`src/rtl/mips_pkg.sv`:
```
// mips_pkg: shared MIPS pipeline definitions.
//   - datapath and register-index widths, REG_ZERO constant
//   - ALUOp width and encodings
//   - idex_t: the full ID/EX pipeline register contents
package mips_pkg;

  localparam int unsigned DATA_W  = 32;
  localparam int unsigned REG_W   = 5;
  localparam int unsigned ALUOP_W = 4;

  localparam logic [REG_W-1:0] REG_ZERO = '0;

  typedef enum logic [ALUOP_W-1:0] {
    ALU_ADD = 4'd0,
    ALU_SUB = 4'd1,
    ALU_AND = 4'd2,
    ALU_OR  = 4'd3,
    ALU_XOR = 4'd4,
    ALU_NOR = 4'd5,
    ALU_SLT = 4'd6,
    ALU_SLL = 4'd7,
    ALU_SRL = 4'd8,
    ALU_LUI = 4'd9
  } alu_op_e;

  // An all-zero idex_t is the pipeline bubble.
  typedef struct packed {
    logic               reg_write;
    logic               mem_to_reg;
    logic               mem_read;
    logic               mem_write;
    logic               alu_src;
    logic               reg_dst;
    logic [ALUOP_W-1:0] alu_op;
    logic [REG_W-1:0]   rs;
    logic [REG_W-1:0]   rt;
    logic [REG_W-1:0]   rd;
    logic [DATA_W-1:0]  sign_imm;
    logic [DATA_W-1:0]  pc_plus4;
    logic [DATA_W-1:0]  read_data1;
    logic [DATA_W-1:0]  read_data2;
  } idex_t;

endpackage

```
`src/rtl/id_ex_stage_if.sv`:
```
// id_ex_stage_if: load-use hazard check bundle.
//   master: drives EX-stage load info, ID-stage source registers and flush;
//           receives stall.
//   slave : the comparator; receives the operands and drives stall.
interface id_ex_stage_if
  import mips_pkg::*;
();

  logic             ex_mem_read;
  logic [REG_W-1:0] ex_rt;
  logic [REG_W-1:0] id_rs;
  logic [REG_W-1:0] id_rt;
  logic             flush;
  logic             stall;

  modport master (
    output ex_mem_read, ex_rt, id_rs, id_rt, flush,
    input  stall
  );

  modport slave (
    input  ex_mem_read, ex_rt, id_rs, id_rt, flush,
    output stall
  );

endinterface

```
`src/rtl/hazard_unit.sv`:
```
// hazard_unit: purely combinational load-use detector.
//   hz (slave modport): ex_mem_read/ex_rt from the ID/EX register,
//   id_rs/id_rt of the instruction in ID, flush; produces stall.
// A load into $zero never creates a dependency, and a flush squashes the
// dependent instruction anyway, so neither stalls.
module hazard_unit
  import mips_pkg::*;
(
  id_ex_stage_if.slave hz
);

  always_comb begin
    hz.stall = 1'b0;
    if (hz.ex_mem_read && (hz.ex_rt != REG_ZERO) && !hz.flush &&
        ((hz.ex_rt == hz.id_rs) || (hz.ex_rt == hz.id_rt))) begin
      hz.stall = 1'b1;
    end
  end

endmodule

```
`src/rtl/id_ex_stage.sv`:
```
// id_ex_stage: MIPS ID/EX pipeline register with load-use stall detection.
//   Clk, reset             : clock, synchronous active-high reset
//   ReadData1/2            : register-file read data for Rs/Rt
//   id_*                   : decoded fields/controls of the instruction in ID
//   Flush                  : squash the instruction in ID (bubble into EX)
//   wb_RegWrite/WriteReg/WriteData : write-back register-file port
//   ex_*                   : registered copies of the id_* inputs and read data
//   Stall                  : combinational load-use stall (hold PC and IF/ID)
//   StallCount             : saturating count of inserted load-use bubbles
// Optional macro IDEX_WB_BYPASS_EN: forward the write-back value into the
// captured read data when it targets Rs/Rt in the same cycle.
module id_ex_stage
  import mips_pkg::*;
(
  input  logic               Clk,
  input  logic               reset,
  input  logic [DATA_W-1:0]  ReadData1,
  input  logic [DATA_W-1:0]  ReadData2,
  input  logic [REG_W-1:0]   id_Rs,
  input  logic [REG_W-1:0]   id_Rt,
  input  logic [REG_W-1:0]   id_Rd,
  input  logic [DATA_W-1:0]  id_SignImm,
  input  logic [DATA_W-1:0]  id_PCPlus4,
  input  logic               id_RegWrite,
  input  logic               id_MemtoReg,
  input  logic               id_MemRead,
  input  logic               id_MemWrite,
  input  logic               id_ALUSrc,
  input  logic               id_RegDst,
  input  logic [ALUOP_W-1:0] id_ALUOp,
  input  logic               Flush,
  input  logic               wb_RegWrite,
  input  logic [REG_W-1:0]   wb_WriteReg,
  input  logic [DATA_W-1:0]  wb_WriteData,
  output logic [REG_W-1:0]   ex_Rs,
  output logic [REG_W-1:0]   ex_Rt,
  output logic [REG_W-1:0]   ex_Rd,
  output logic [DATA_W-1:0]  ex_SignImm,
  output logic [DATA_W-1:0]  ex_PCPlus4,
  output logic               ex_RegWrite,
  output logic               ex_MemtoReg,
  output logic               ex_MemRead,
  output logic               ex_MemWrite,
  output logic               ex_ALUSrc,
  output logic               ex_RegDst,
  output logic [ALUOP_W-1:0] ex_ALUOp,
  output logic [DATA_W-1:0]  ex_ReadData1,
  output logic [DATA_W-1:0]  ex_ReadData2,
  output logic               Stall,
  output logic [15:0]        StallCount
);

  idex_t             ex_d, ex_q;
  logic [15:0]       stall_cnt_d, stall_cnt_q;
  logic [DATA_W-1:0] rd1_sel, rd2_sel;

  // Hazard detection uses the current ID/EX contents, not the next state.
  id_ex_stage_if hz_if ();

  assign hz_if.ex_mem_read = ex_q.mem_read;
  assign hz_if.ex_rt       = ex_q.rt;
  assign hz_if.id_rs       = id_Rs;
  assign hz_if.id_rt       = id_Rt;
  assign hz_if.flush       = Flush;

  hazard_unit u_hazard_unit (
    .hz (hz_if)
  );

  assign Stall = hz_if.stall;

`ifdef IDEX_WB_BYPASS_EN
  // The register file is written at the same edge this stage captures, so
  // take the write-back value directly for a matching non-zero register.
  always_comb begin
    rd1_sel = ReadData1;
    rd2_sel = ReadData2;
    if (wb_RegWrite && (wb_WriteReg != REG_ZERO)) begin
      if (wb_WriteReg == id_Rs) rd1_sel = wb_WriteData;
      if (wb_WriteReg == id_Rt) rd2_sel = wb_WriteData;
    end
  end
`else
  logic unused_wb;
  assign unused_wb = ^{wb_RegWrite, wb_WriteReg, wb_WriteData};
  assign rd1_sel   = ReadData1;
  assign rd2_sel   = ReadData2;
`endif

  // Flush and Stall both load a bubble; Flush already masks Stall inside
  // the hazard unit, so a simultaneous pair yields exactly one bubble.
  always_comb begin
    ex_d = '0;
    if (!(Flush || Stall)) begin
      ex_d.reg_write  = id_RegWrite;
      ex_d.mem_to_reg = id_MemtoReg;
      ex_d.mem_read   = id_MemRead;
      ex_d.mem_write  = id_MemWrite;
      ex_d.alu_src    = id_ALUSrc;
      ex_d.reg_dst    = id_RegDst;
      ex_d.alu_op     = id_ALUOp;
      ex_d.rs         = id_Rs;
      ex_d.rt         = id_Rt;
      ex_d.rd         = id_Rd;
      ex_d.sign_imm   = id_SignImm;
      ex_d.pc_plus4   = id_PCPlus4;
      ex_d.read_data1 = rd1_sel;
      ex_d.read_data2 = rd2_sel;
    end
  end

  always_comb begin
    stall_cnt_d = stall_cnt_q;
    if (Stall && (stall_cnt_q != '1)) begin
      stall_cnt_d = stall_cnt_q + 16'd1;
    end
  end

  always_ff @(posedge Clk) begin
    if (reset) begin
      ex_q        <= '0;
      stall_cnt_q <= '0;
    end else begin
      ex_q        <= ex_d;
      stall_cnt_q <= stall_cnt_d;
    end
  end

  assign ex_RegWrite  = ex_q.reg_write;
  assign ex_MemtoReg  = ex_q.mem_to_reg;
  assign ex_MemRead   = ex_q.mem_read;
  assign ex_MemWrite  = ex_q.mem_write;
  assign ex_ALUSrc    = ex_q.alu_src;
  assign ex_RegDst    = ex_q.reg_dst;
  assign ex_ALUOp     = ex_q.alu_op;
  assign ex_Rs        = ex_q.rs;
  assign ex_Rt        = ex_q.rt;
  assign ex_Rd        = ex_q.rd;
  assign ex_SignImm   = ex_q.sign_imm;
  assign ex_PCPlus4   = ex_q.pc_plus4;
  assign ex_ReadData1 = ex_q.read_data1;
  assign ex_ReadData2 = ex_q.read_data2;
  assign StallCount   = stall_cnt_q;

endmodule

```
`config.mk`:
```
export PLATFORM = sky130hd
export DESIGN_NAME = id_ex_stage
export DESIGN_NICKNAME = d
export VERILOG_FILES = /design/src/rtl/mips_pkg.sv /design/src/rtl/id_ex_stage_if.sv /design/src/rtl/hazard_unit.sv /design/src/rtl/id_ex_stage.sv
export SDC_FILE = /design/constraint.sdc
export NUM_CORES = 1
export LEC_CHECK = 0
export BUFFER_PORTS_ARGS = -buffer_cell sky130_fd_sc_hd__buf_2
export CAP_MARGIN = 30
export CORE_AREA = 3 3 142 144
export CTS_CLUSTER_DIAMETER = 30
export DETAILED_ROUTE_END_ITERATION = 8
export DIE_AREA = 0 0 145 147
export HOLD_SLACK_MARGIN = 0.12
export RECOVER_POWER = 50
export SLEW_MARGIN = 25
export SYNTH_ARGS = -nofsm -noshare
export SYNTH_HDL_FRONTEND = slang
export SYNTH_SLANG_ARGS = --single-unit
export TNS_END_PERCENT = 1
```
`constraint.sdc`:
```
create_clock -name Clk -period 5.45 [get_ports Clk]
set_input_delay 1.09 -clock Clk [delete_from_list [all_inputs] [get_ports Clk]]
set_output_delay 1.09 -clock Clk [all_outputs]
set_load 0.05 [all_outputs]
```
==> reports/qor.txt, run 1 <==
OUTCOME
----------------------------------------------------------------------------------------
Outcome                                                                     finished clean

SETUP PATH
----------------------------------------------------------------------------------------
Critical path's largest stage delay                                               820 ps
End of the worst register-to-register path                                   ex_ALUOp[0]
Number of buffer and inverter stages on the critical path                              2
Minimum setup slack among reg-to-reg paths                                       2660 ps
Data required time of the critical path                                          4360 ps
Worst-path cell with the longest stage delay                                     a22oi_2
Endpoint kind of the worst setup timing path                                primary output
Cell depth of the worst flop-to-flop path                                              6
CP delay by family, top                                                     compound AO/OA/AOI/OAI gates
Crit-path max FO                                                                      24
Arrival time reported for the critical path endpoint                             2590 ps
Kind of launch point of the worst setup path                                  input port
Launch instance of the worst register-to-register path                          ex_Rt[1]
Critical-path cell list                                                     buf_2 > xor2_1 > nor2_1 > a22oi_2 > nor2_1 > buf_2
Crit Path Category                                                                in2out

YOSYS
----------------------------------------------------------------------------------------
Seq cells post-synth                                                                 169
Ys Warns                                                                               0
Multiplexer share of the synthesized area                                          1.93%
Post-synthesis instance area                                                0.00518 sq mm
Post-Synth Simple-Gate Area                                                        25.5%
Number of enable-type register cells in the synthesized netlist                        0
Mapped Avg Cell Area                                                          11.5 sq um
Main area contributors after synthesis                                      dfxtp_1 65%, and2_1 19%, mux2_2 1.7%
Post-synth top flop                                                              dfxtp_1
Number of different library cells in the post-synthesis netlist                       34
Yosys top cell by area                                                           dfxtp_1
Number of nets produced by synthesis                                                 647
XOR/XNOR Fraction of Synth Area                                                    1.69%
Area fraction in compound gates after synthesis                                    3.04%
Post-synthesis sequential area ratio                                               65.3%
Main combinational cell family by area after synthesis                      simple AND/OR/NAND/NOR gates
Async set-reset flop share out of synthesis                                           0%
Number of instances in the synthesized netlist                                       452
Adder and majority gate portion of the synthesized area                           0.242%
Fraction of post-synthesis cell area in the top cell type by area                  65.3%

FLOW RUN
----------------------------------------------------------------------------------------
Max capacitance violation total                                                        0

DRT
----------------------------------------------------------------------------------------
Routed length per placed instance                                                13.3 um
Antenna viol nets, final                                                               0
Total number of vias                                                                4133
Detailed Route WL                                                               14000 um
Iter 0 DRT Violations                                                                 92
DRC errors left                                                                        0
Number of search-and-repair iterations in the first detailed-routing pass              4
Average via count per standard cell                                                 3.94

STA
----------------------------------------------------------------------------------------
Setup repair after global routing missed its margin                                   no
Headroom to the max-slew limit                                                     32.8%
Final-report hold violation count                                                      0
Fmax                                                                           0.272 GHz
Min cycle time layout                                                            3680 ps
Total setup violations reported at the end of the flow                                 0
Period Utilization, post-route                                                     67.4%
TNS Setup                                                                           0 ps
Largest clock skew in the final design                                           7.39 ps
Pins over their slew limit                                                             0
Slew at the pin with the worst max-slew slack                                    1010 ps

GLOBAL ROUTING
----------------------------------------------------------------------------------------
Maximum number of pins on one net before global-route repair                          81
GR Overflow Total                                                                      0
Number of antenna violations at the first check in global routing                      3
Global-route usage over all layers                                                 12.7%
Number of global-route vias before repair                                           3997
Wire length of the first global-routing pass                                    21300 um

DIE
----------------------------------------------------------------------------------------
Vertical die dimension                                                            147 um
Area inside the core boundary                                               0.0188 sq mm
Die Area                                                                    0.0213 sq mm
I/O pin total                                                                        364
Std cell rows                                                                         50
Starting Density                                                                   27.5%
Width of the die                                                                  145 um

CLOCKING
----------------------------------------------------------------------------------------
CTS H-Tree Depth                                                                       4
Clock insertion delay at the later pin of the skew report                         410 ps
Hold-fix buffers at CTS                                                                0
Total number of clock tree sinks                                                     169
Number of cells upsized or downsized after cts                                         0
Bufs on Longest Clock Path                                                             2
Buffer cell driving the clock tree root                                        clkbuf_16
Buffers inserted by post-CTS timing repair                                             0
Clock transition at path regs                                                      70 ps
Clock tree from TritonCTS                                                            yes
Number of CTS-inserted buffers                                                        17

MIN PATH
----------------------------------------------------------------------------------------
Path type of the worst min-delay path                                            reg2reg
Number of instances on the worst hold path                                             2
Worst-case hold path end point                                              StallCount[11]
Critical hold path startpoint                                               StallCount[11]

FINAL LAYOUT
----------------------------------------------------------------------------------------
Leading cell types in the layout, fill and taps excluded                    171 x clkbuf_1, 169 x dfxtp_1, 156 x buf_2, 154 x and2_1, 17 x clkbuf_16
Synth-to-layout area growth                                                        42.9%
Antenna diodes                                                                         0
Share of cells above drive strength 1                                              25.4%
Total number of nets in the final design                                             970
Leading cell type in the layout, fill and taps excluded                         clkbuf_1

PLACEMENT
----------------------------------------------------------------------------------------
Count of port buffers added during placement                                         325
Final GP Congestion                                                                0.773
Half-perimeter wire length after detailed placement                             10500 um

POWER AND IR DROP
----------------------------------------------------------------------------------------
Overall power of the completed layout                                            2.76 mW
Worst IR drop on VDD                                                          0.000196 V
Power Dens Cells                                                             374 mW/mm^2
Leak                                                                             3.14 nW

metrics by stage:
stage	area [sq um]	std cells	hold WS, ps	util, %	setup WS (ps)
final	7400	1048	521	39.3	1770
after global routing	7400	1048	550	39.3	1670
after CTS	7610	1048	511	40.4	1760
after detailed placement	7040	1016	499	37.4	1760
after global placement	7040	1016	502	37.4	1780
after floorplan	5180	452	723	-	1930
report_power, final:
group          switching, mW  internal (mW)
Clock                  0.520          0.643
Combinational          0.225         0.0835
Sequential            0.0126           1.28
worst reg2reg max path: cells and delay by family, from the launching register on:
kind / cells / cell delay, ps
AO/OA/AOI/OAI: 2 / 1450
AND/OR/NAND/NOR: 2 / 310
buffers and inverters: 1 / 340
XOR/XNOR: 1 / 200
flip-flops: 1 / 430
layer usage:
metal	global-route usage [%]	vias to the layer above	share of wire (%)
li1	-	2098	-
met1	14.1	1817	40
met2	21.2	195	48
met3	6.14	17	9.8
met4	5.04	6	1.5
met5	0	-	0.34
layout make-up:
class / instances / area, sq um
fillers: 1955 / 11400
flip-flops and latches: 169 / 3380
multi-input cells: 260 / 1680
repair buffers: 326 / 1440
clock buffers: 19 / 433
well taps: 260 / 325
clock inverters: 13 / 135
inverters: 1 / 3.75
synth_stat cells (2+ instances only):
cell type,n
xor2_1,10
or3_1,2
and3_1,3
nand4_1,4
o21a_2,2
and2_1,154
mux2_2,8
or4_1,6
nor3_1,5
a21oi_1,7
nor2b_1,9
o21ai_0,2
dfxtp_1,169
nand3_1,9
buf_4,8
and4_1,2
nand2_1,5
nand2b_1,2
clkbuf_1,13
nor4_1,2
o31ai_1,5
nor2_1,13
sequential cells by signal, indices dropped and copies added, names as in the netlist:
name,count
ex_PCPlus4,32
ex_ReadData1,32
ex_ReadData2,32
ex_SignImm,32
StallCount,16
ex_Rd,5
ex_Rs,5
ex_Rt,5
ex_ALUOp,4
ex_ALUSrc,1
ex_MemRead,1
ex_MemWrite,1
ex_MemtoReg,1
ex_RegDst,1
ex_RegWrite,1
logic make-up (layout without fill, tap and decap cells):
group                      after synthesis  count (layout)
AOI/OAI and AO/OA                       22              22
xor gates and xnor gates                10              10
adders and majority gates                1               1
buffers and inverters                   23             359
DFF                                    169             169
muxes                                    9               9
and+or+nand+nor                        218             218
how the worst max path moves through the flow:
stage,startpoint,to,slack [ps],cells after the start
after detailed placement,id_Rs[2],Stall,1760,6
after floorplan,id_Rt[1],Stall,1930,5
after global placement,id_Rs[2],Stall,1780,6
final,id_Rs[2],Stall,1770,6
after CTS,id_Rs[2],Stall,1760,6
after global routing,id_Rs[3],Stall,1670,6
No activity file was read; power rests on OpenSTA's default activity.
==> run 2, diff against run 1 <==
CORE_AREA = 3 3 139 141   (was 3 3 142 144)
DIE_AREA = 0 0 142 144   (was 0 0 145 147)
clock period = 3.8 ns   (was 5.45 ns; I/O delays follow)
==> run 2 against run 1 <==
  * Final cell count shrank 2.7%
  * Critical path depth shrank 1
  * Critical path type is now reg2out
  * Sequential cell count is the same
  * Hold slack gained 3.4 ps
  * Combinational power grew 43%
  * Clock power grew 42%
  * Power grew 43%
  * First-iteration DRC count grew 23%
  * Register-to-register slack lost 1300 ps
  * Clock skew grew 2.6 ps
  * Core utilization grew 1.4 points
==> reports/qor.txt, run 2 (synthesized netlist as in run 1, its figures left out) <==
STA
----------------------------------------------------------------------------------------
Total setup violations reported at the end of the flow                                 0   unchanged
Period Utilization, post-route                                                     79.3%
Slew at the pin with the worst max-slew slack                                     989 ps   -18.9 ps
Setup repair after global routing missed its margin                                   no
TNS Setup                                                                           0 ps   unchanged
Final setup slack of the worst path                                               787 ps   -987 ps
Final-report hold violation count                                                      0   unchanged
Min cycle time layout                                                            3010 ps
Largest clock skew in the final design                                           10.0 ps   +2.65 ps
WHS                                                                               525 ps   +3.40 ps
Pins over their slew limit                                                             0   unchanged
Headroom to the max-slew limit                                                     34.1%   +1.3 points
Fmax                                                                           0.332 GHz

DIE
----------------------------------------------------------------------------------------
Vertical die dimension                                                            144 um   -2.0%
Area inside the core boundary                                               0.0181 sq mm   -4.0%
Std cell rows                                                                         49   -2.0%
Starting Density                                                                   28.6%   +1.1 points
I/O pin total                                                                        364   unchanged
Width of the die                                                                  142 um   -2.1%
Die Area                                                                    0.0204 sq mm   -4.1%

CLOCKING
----------------------------------------------------------------------------------------
Total number of clock tree sinks                                                     169   unchanged
Clock transition at path regs                                                      60 ps   about the same
Buffers inserted by post-CTS timing repair                                             0   unchanged
Number of CTS-inserted buffers                                                        17   unchanged
Buffer cell driving the clock tree root                                        clkbuf_16
CTS H-Tree Depth                                                                       4   unchanged
Clock insertion delay at the later pin of the skew report                         420 ps   about the same
Bufs on Longest Clock Path                                                             2   unchanged
Number of cells upsized or downsized after cts                                         0   unchanged
Clock tree from TritonCTS                                                            yes
Hold-fix buffers at CTS                                                                0   unchanged

FINAL LAYOUT
----------------------------------------------------------------------------------------
Fraction of the core area covered by cells at the end of the flow                  40.7%   +1.4 points
Synth-to-layout area growth                                                        42.2%
Leading cell type in the layout, fill and taps excluded                         clkbuf_1
Filler Cell Count                                                                   1886   -3.5%
Total number of nets in the final design                                             970   unchanged
Share of cells above drive strength 1                                              25.4%   +0.032 points
Leading cell types in the layout, fill and taps excluded                    170 x clkbuf_1, 169 x dfxtp_1, 156 x buf_2, 154 x and2_1, 17 x clkbuf_16
Final std cells w/o fill                                                            1020   -2.7%
Post-layout instance area                                                   0.00736 sq mm   -0.49%

POWER AND IR DROP
----------------------------------------------------------------------------------------
Worst IR drop on VDD                                                          0.000281 V   +44%
Power Dens Cells                                                             536 mW/mm^2   +44%
Leak                                                                             3.14 nW   about the same
Overall power of the completed layout                                            3.95 mW   +43%

GLOBAL ROUTING
----------------------------------------------------------------------------------------
Number of global-route vias before repair                                           3966   -0.78%
Maximum number of pins on one net before global-route repair                         154   +90%
Met1 GRT Util                                                                      14.7%   +0.66 points
Number of antenna violations at the first check in global routing                      3   unchanged
GR Overflow Total                                                                      0   unchanged
Global-route usage over all layers                                                 13.4%   +0.64 points
Highest-utilization routing layer at the global route stage                         met2
Met3 Resource Use GR                                                               6.45%   +0.31 points
Wire length of the first global-routing pass                                    21100 um   -0.87%
GR met2 Demand/Resource                                                            22.8%   +1.6 points

DRT
----------------------------------------------------------------------------------------
Total number of vias                                                                4091   -1.0%
Number of search-and-repair iterations in the first detailed-routing pass              4   unchanged
Detailed Route WL                                                               14300 um   +2.3%
Routed length per placed instance                                                14.0 um   +5.1%
Antenna viol nets, final                                                               0   unchanged
DRC errors left                                                                        0   unchanged
Iter 0 DRT Violations                                                                113   +23%
Average via count per standard cell                                                 4.01   +1.7%

MIN PATH
----------------------------------------------------------------------------------------
Path type of the worst min-delay path                                            reg2reg
Critical hold path startpoint                                               StallCount[11]
Number of instances on the worst hold path                                             2   unchanged
Worst-case hold path end point                                              StallCount[11]

SETUP PATH
----------------------------------------------------------------------------------------
Kind of launch point of the worst setup path                                        flop
Launch instance of the worst register-to-register path                          ex_Rt[1]
Critical-path cell list                                                     xor2_1 > nor3_2 > a22oi_2 > nor2_1 > buf_2
Arrival time reported for the critical path endpoint                             2250 ps   -340 ps
Crit-path max FO                                                                      24   unchanged
Cell depth of the worst flop-to-flop path                                              6   unchanged
Crit Path Category                                                               reg2out
End of the worst register-to-register path                                  ex_SignImm[18]
Critical path's largest stage delay                                               780 ps   -40 ps
Endpoint kind of the worst setup timing path                                primary output
Minimum setup slack among reg-to-reg paths                                       1320 ps   -1340 ps
Worst-path cell with the longest stage delay                                     a22oi_2
Data required time of the critical path                                          3040 ps   -1320 ps

PLACEMENT
----------------------------------------------------------------------------------------
Post-Place Worst Slack                                                            813 ps   -950 ps
Final GP Congestion                                                                0.745   -3.6%
Count of port buffers added during placement                                         325   unchanged
Placed Area                                                                 0.00700 sq mm   -0.55%
Half-perimeter wire length after detailed placement                             10700 um   +2.1%
Placed cell count                                                                    985   -3.1%

OUTCOME
----------------------------------------------------------------------------------------
Outcome                                                                     finished clean

FLOW RUN
----------------------------------------------------------------------------------------
Max capacitance violation total                                                        0   unchanged

[run 2: changes by cell type in the layout (fill, tap and decap cells not counted)]
cell,delta
inv_8,-2
clkinv_2,+1
clkbuf_8,+1
diode_2,+4
inv_6,+2
clkinv_4,-2
clkbuf_1,-1
[run 2: worst max-delay path by stage]
stage | startpoint | endpoint | slack [ps]
final | ex_Rt[1] | Stall | 790
after global routing | ex_Rt[1] | Stall | 580
after CTS | ex_Rt[1] | Stall | 750
after detailed placement | id_Rs[0] | Stall | 810
after global placement | id_Rs[3] | Stall | 810
after floorplan | id_Rt[1] | Stall | 940
[run 2: worst max-delay path: cells and delay by family, from the launching register on]
family                    cells  cell delay, ps
AOI/OAI and AO/OA             1             780
DFF                           1             440
buffers and inverters         1             250
xor gates and xnor gates      1             190
and+or+nand+nor               2             170
[run 2: per-layer routing]
layer	up-vias	routed length (um)
met2	165	7260
met3	16	1280
met5	-	14
li1	2092	-
met4	2	157
met1	1816	5550
[run 2: power by group]
part | internal, mW | leakage [nW] | total [mW] | switching [mW]
Combinational | 0.120 | 1.49 | 0.443 | 0.323
Sequential | 1.84 | 1.39 | 1.85 | 0.0180
Clock | 0.928 | 0.269 | 1.65 | 0.725
[run 2: area by class of cell]
type	count	area, sq um	area share, %
antenna	4	10.0	0.136
inverter	1	3.75	0.0510
clock inverter	12	118	1.60
tap	229	287	3.89
clock buffer	19	443	6.02
timing repair buffer	326	1440	19.5
multi-input combinational	260	1680	22.9
sequential	169	3380	45.9
